$ cat config.mk
export PLATFORM = sky130hd
export DESIGN_NAME = pe_ctrl_sequencer
export DESIGN_NICKNAME = d
export VERILOG_FILES = /design/src/rtl/pe_ctrl_sequencer.sv
export SDC_FILE = /design/constraint.sdc
export NUM_CORES = 1
export LEC_CHECK = 0
export BUFFER_PORTS_ARGS = -buffer_cell sky130_fd_sc_hd__buf_4
export CORE_ASPECT_RATIO = 1.4
export CORE_MARGIN = 2
export CORE_UTILIZATION = 50
export CTS_CLUSTER_DIAMETER = 200
export DETAILED_ROUTE_END_ITERATION = 16
export PLACE_DENSITY = 0.76
export SLEW_MARGIN = 20
export SYNTH_ARGS = -nofsm -noshare
export SYNTH_HDL_FRONTEND = slang
export SYNTH_SLANG_ARGS = --single-unit
export TNS_END_PERCENT = 20
$ cat constraint.sdc
create_clock -name clk -period 3.2 [get_ports clk]
set_clock_uncertainty 0.1 [all_clocks]
set_input_delay 0.32 -clock clk [delete_from_list [all_inputs] [get_ports clk]]
set_output_delay 0.32 -clock clk [all_outputs]
set_load 0.02 [all_outputs]
$ cat src/rtl/pe_ctrl_sequencer.sv
// Per-PE control sequencer: accumulation beats, optional partial-sum read-back, then flush/write-back per output.
// Optional feature: define PE_CTRL_ABORT_EN to add an abort input that returns ACCUM/FLUSH to IDLE.
module pe_ctrl_sequencer #(
    parameter int PE_BUF_ADDR_WIDTH = 10,
    parameter int OP_CODE_WIDTH     = 3,
    parameter int CNT_WIDTH         = 16,
    localparam int CTRL_WIDTH       = 8 + 2 * PE_BUF_ADDR_WIDTH
) (
    input  logic                         clk,
    input  logic                         reset,
    input  logic                         start,
    input  logic [CNT_WIDTH-1:0]         cfg_acc_len,
    input  logic [PE_BUF_ADDR_WIDTH-1:0] cfg_num_out,
    input  logic [OP_CODE_WIDTH-1:0]     cfg_op_code,
    input  logic                         cfg_accumulate,
    input  logic                         data_valid,
`ifdef PE_CTRL_ABORT_EN
    input  logic                         abort,
`endif
    output logic [CTRL_WIDTH-1:0]        ctrl,
    output logic                         busy,
    output logic                         done
);

    typedef struct packed {
        logic [PE_BUF_ADDR_WIDTH-1:0] buf_rd_addr;
        logic [PE_BUF_ADDR_WIDTH-1:0] buf_wr_addr;
        logic                         flush;
        logic                         write_valid;
        logic                         write_req;
        logic                         read_req;
        logic                         enable;
        logic [OP_CODE_WIDTH-1:0]     op_code;
    } ctrl_t;

    typedef enum logic [1:0] {IDLE, ACCUM, FLUSH, DONE} state_t;

    localparam logic [CNT_WIDTH-1:0]         CNT_ONE  = 1;
    localparam logic [PE_BUF_ADDR_WIDTH-1:0] ADDR_ONE = 1;

    state_t                       state;
    ctrl_t                        ctrl_q;
    logic [CNT_WIDTH-1:0]         acc_cnt;
    logic [PE_BUF_ADDR_WIDTH-1:0] out_idx;
    logic [CNT_WIDTH-1:0]         acc_len_q;
    logic [PE_BUF_ADDR_WIDTH-1:0] num_out_q;
    logic [OP_CODE_WIDTH-1:0]     op_code_q;
    logic                         accumulate_q;
    logic                         abort_hit;

`ifdef PE_CTRL_ABORT_EN
    assign abort_hit = abort && (state == ACCUM || state == FLUSH);
`else
    assign abort_hit = 1'b0;
`endif

    assign ctrl = ctrl_q;

    // ctrl/busy/done are registered together with the state they describe,
    // so the control word lags the input that caused it by exactly one cycle.
    always_ff @(posedge clk or negedge reset) begin
        if (!reset) begin
            state        <= IDLE;
            ctrl_q       <= '0;
            busy         <= 1'b0;
            done         <= 1'b0;
            acc_cnt      <= '0;
            out_idx      <= '0;
            acc_len_q    <= '0;
            num_out_q    <= '0;
            op_code_q    <= '0;
            accumulate_q <= 1'b0;
        end else if (abort_hit) begin
            state        <= IDLE;
            ctrl_q       <= '0;
            busy         <= 1'b0;
            done         <= 1'b0;
            acc_cnt      <= '0;
            out_idx      <= '0;
            acc_len_q    <= '0;
            num_out_q    <= '0;
            op_code_q    <= '0;
            accumulate_q <= 1'b0;
        end else begin
            ctrl_q <= '0;
            done   <= 1'b0;
            case (state)
                IDLE: begin
                    if (start) begin
                        acc_len_q    <= cfg_acc_len;
                        num_out_q    <= cfg_num_out;
                        op_code_q    <= cfg_op_code;
                        accumulate_q <= cfg_accumulate;
                        acc_cnt      <= '0;
                        out_idx      <= '0;
                        busy         <= 1'b1;
                        if (cfg_acc_len == '0 || cfg_num_out == '0) begin
                            state <= DONE;
                            done  <= 1'b1;
                        end else begin
                            state <= ACCUM;
                        end
                    end
                end
                ACCUM: begin
                    ctrl_q.op_code <= op_code_q;
                    if (data_valid) begin
                        ctrl_q.enable <= 1'b1;
                        // Prior partial sum is fetched alongside the first beat of each output.
                        if (acc_cnt == '0 && accumulate_q) begin
                            ctrl_q.read_req    <= 1'b1;
                            ctrl_q.buf_rd_addr <= out_idx;
                        end
                        if (acc_cnt == acc_len_q - CNT_ONE) begin
                            acc_cnt <= '0;
                            state   <= FLUSH;
                        end else begin
                            acc_cnt <= acc_cnt + CNT_ONE;
                        end
                    end
                end
                FLUSH: begin
                    ctrl_q.flush       <= 1'b1;
                    ctrl_q.write_valid <= 1'b1;
                    ctrl_q.write_req   <= 1'b1;
                    ctrl_q.buf_wr_addr <= out_idx;
                    if (out_idx == num_out_q - ADDR_ONE) begin
                        state <= DONE;
                        done  <= 1'b1;
                    end else begin
                        out_idx <= out_idx + ADDR_ONE;
                        state   <= ACCUM;
                    end
                end
                DONE: begin
                    state <= IDLE;
                    busy  <= 1'b0;
                end
                default: begin
                    state <= IDLE;
                    busy  <= 1'b0;
                end
            endcase
        end
    end

endmodule

==> metrics.md <==
| Metric | Value |
|---|---|
| Reg clk slew, reported paths | 70 ps |
| Slew Viols, Final | 0 |
| Overflow after GRT | 0 |
| Max-Cap Viols | 0 |
| Post-synth EDFFs | 0 |
| Main synth FF type | dfrtp_1 |
| Vias in the first global route | 3885 |
| WHS Path Cells | 3 |
| Fin area | 5520 sq um |
| Die Y | 118 um |
| Placed Area | 5190 sq um |
| Area growth syn-to-layout | 18.7% |
| Total power | 4.35 mW |
| IO Count | 64 |
| Clock Latency Late Sink | 350 ps |
| Simple-gate portion of the synthesized area | 0.280 |
| Gate Count Post-Synth | 519 |
| Fill cells | 751 |
| Pre-CTS worst setup slack | 211 ps |
| CP startpoint kind | flip-flop |
| Synth Area in XOR/XNOR | 0.0546 |
| Detailed Place HPWL | 7.88 mm |
| Total Routing Usage GR | 0.226 |
| Crit Path Category | reg -> reg |
| Final setup fails | 0 |
| Crit end category | flip-flop |
| R2R depth | 7 |
| Initial antenna violation count | 0 |
| RD Place Congestion | 0.919 |
| Crit Path Max Fanout | 9 |
| Die width | 85.5 um |
| Initial DRC count | 251 |
| Die area | 10100 sq um |
| Pre-Repair DR Iteration Count | 5 |
| # placed instances | 667 |
| Fin crit share | 0.973 |
| Hold crit path type | in -> reg |
| Vias | 4017 |
| Sequential fraction of the synthesis area | 0.463 |
| I/O Buffers | 63 |
| Pwr dens | 788 nW/um^2 |
| Fmax | 321 MHz |
| Reg2reg start | acc_len_q[5]$_DFFE_PN0P_ |
| Register bit count reported by yosys | 86 |
| Fin crit period | 3110 ps |
| Layout Nets | 612 |
| Syn Nets | 558 |
| Adder-Cell Fraction of Synth Area | 0.0134 |
| Final wirelength | 11.0 mm |
| Cell area after synthesis | 4650 sq um |
| Worst EP required | 3320 ps |
| Multiplexer share of the synthesized area | 0.0108 |
| Root buffer cell | clkbuf_16 |
| Most common cell in the synthesized netlist | nand2_1 |
| FFs w/ async S/R, synth | 1.00 |
| Reg2Reg Setup Slack | 90 ps |
| Layout cells sized above 1 | 0.176 |
| Ys Warns | 0 |
| Wire per inst | 16.1 um |
| TritonCTS clock tree | yes |
| Post-route ant nets | 0 |
| First-pass GRT wire length | 18.3 mm |
| CTS max path bufs | 2 |
| # DRC | 0 |
| Hold EP | op_code_q[1]$_DFFE_PN0P_ |
| H-tree levels | 3 |
| Area contributors post-synth | dfrtp_1 46%, nand2_1 8.8%, xor2_1 3.4% |
| Initial core utilization | 0.515 |
| Synth area leader | dfrtp_1 |
| Post-synthesis average cell area | 8.96 sq um |
| Largest net degree at the start of global routing | 87 |
| Row cnt | 41 |
| Largest family of logic cells by synthesized area | simple AND/OR/NAND/NOR gates |
| Critical R2R Capture | acc_cnt[12]$_DFFE_PN0P_ |
| Max-slew headroom | 0.490 |
| Area occupied by multi-input gates | 2290 sq um |
| Reg area | 2150 sq um |
| Setup tns final | 0 ps |
| LEAKAGE | 2.59 nW |
| Fin. Hold Viols | 0 |
| Final Instance Count excl. Fillers | 685 |
| WP data arrival | 3230 ps |
| Clk sinks | 86 |
| Worst Slack Setup Final | 87.8 ps |
| CTS buffer count | 9 |
| CORE AREA | 9030 sq um |
| Run status | completed |
| HP Start | cfg_op_code[1] |
| Slew @ Worst Pin | 765 ps |
| Compound-Gate Fraction of Synth Area | 0.129 |
| Share of the synthesized area in the top cell type | 0.463 |
| # diodes | 0 |
| Worst VDD drop | 415 uV |
| Yosys cell types | 56 |
| Vias per cell | 5.86 |
| RSZ-0062 raised after global routing | yes |
| Post-synth top cells | 109 x nand2_1, 86 x dfrtp_1, 26 x nand3_1 |
## placed cells by master, fill, tap and decap left out, types with 4 or more instances in the layout
cell,instances
o21ai_0,16
nand3b_1,5
o211ai_1,6
or2_2,5
buf_4,72
o31ai_1,6
o21bai_1,4
clkbuf_16,9
nand3_1,26
nor2b_1,4
inv_8,4
o311ai_0,5
o311ai_1,4
xnor2_1,11
dfrtp_1,86
nor2_1,17
mux2i_1,5
nand2b_1,8
nand2_1,109
xor2_1,18
and3_1,6
nor3_1,8
nand4_1,7
and2_1,23
ha_1,5
nor4_1,15
a21oi_1,18
or4_1,10
inv_1,22
## registers in the layout, indices dropped and copies added, names as in the netlist, 2 cells and up
| signal | count |
|---|---|
| ctrl | 26 |
| acc_cnt | 16 |
| acc_len_q | 16 |
| num_out_q | 10 |
| out_idx | 10 |
| op_code_q | 3 |
| state | 2 |
## layout make-up
| type | instances | area share |
|---|---|---|
| Clock buffer | 9 | 0.0408 |
| Clock inverter | 7 | 0.0143 |
| Inverter | 22 | 0.0150 |
| Multi-Input combinational cell | 380 | 0.414 |
| Sequential cell | 86 | 0.390 |
| Tap cell | 107 | 0.0242 |
| Timing Repair Buffer | 74 | 0.102 |
## power by group
group	internal (mW)	switching, mW
Combinational	0.679	0.925
Sequential	1.34	0.346
Clock	0.560	0.495
## worst max-delay path: stages, from the launching register on
cell,delay (ps)
dfrtp_1,470
or4_1,650
nor4_1,480
xnor2_1,190
nor4_2,470
a31oi_2,330
nand3_1,180
o311ai_1,100
## worst max path at each step
stage	start	to	cells past startpoint
after floorplan	acc_len_q[0]$_DFFE_PN0P_	acc_cnt[1]$_DFFE_PN0P_	10
after global placement	acc_len_q[4]$_DFFE_PN0P_	acc_cnt[2]$_DFFE_PN0P_	7
after detailed placement	acc_len_q[5]$_DFFE_PN0P_	acc_cnt[2]$_DFFE_PN0P_	7
after CTS	acc_len_q[5]$_DFFE_PN0P_	acc_cnt[7]$_DFFE_PN0P_	7
after global routing	acc_len_q[0]$_DFFE_PN0P_	acc_cnt[6]$_DFFE_PN0P_	9
final	acc_len_q[5]$_DFFE_PN0P_	acc_cnt[12]$_DFFE_PN0P_	7
## logic make-up (layout without fill, tap and decap cells)
kind of cell,Yosys count,in the layout
AO/OA/AOI/OAI,83,84
AND/OR/NAND/NOR,257,257
XOR/XNOR,29,29
buffers and inverters,54,112
flip-flops,86,86
adder cells (fa/ha/maj),5,5
multiplexers,5,5
## metrics by stage
step | utilization | hold slack, ps
CTS | 0.609 | 57.2
detailed placement | 0.575 | 359
floorplan | - | -75.6
global route | 0.612 | 70.6
global placement | 0.575 | 352
finish | 0.612 | 60.3
## routing by layer
metal  up-vias  track usage  wire length (um)
met1      1923        0.267              4260
met5         -            0                 0
li1       1928            -                 -
met3        36       0.0426               451
met4         0        0.104               401
met2       130        0.391              5890
## repair_timing
item                                    4_1_cts  5_1_grt
hold buffers                                  0        1
gates resized for setup                       0        0
hold endpoints to repair                      0       12
endpoints found under the setup margin        0        3
setup buffers                                 0        0
Power figures use the tool's default switching activity.
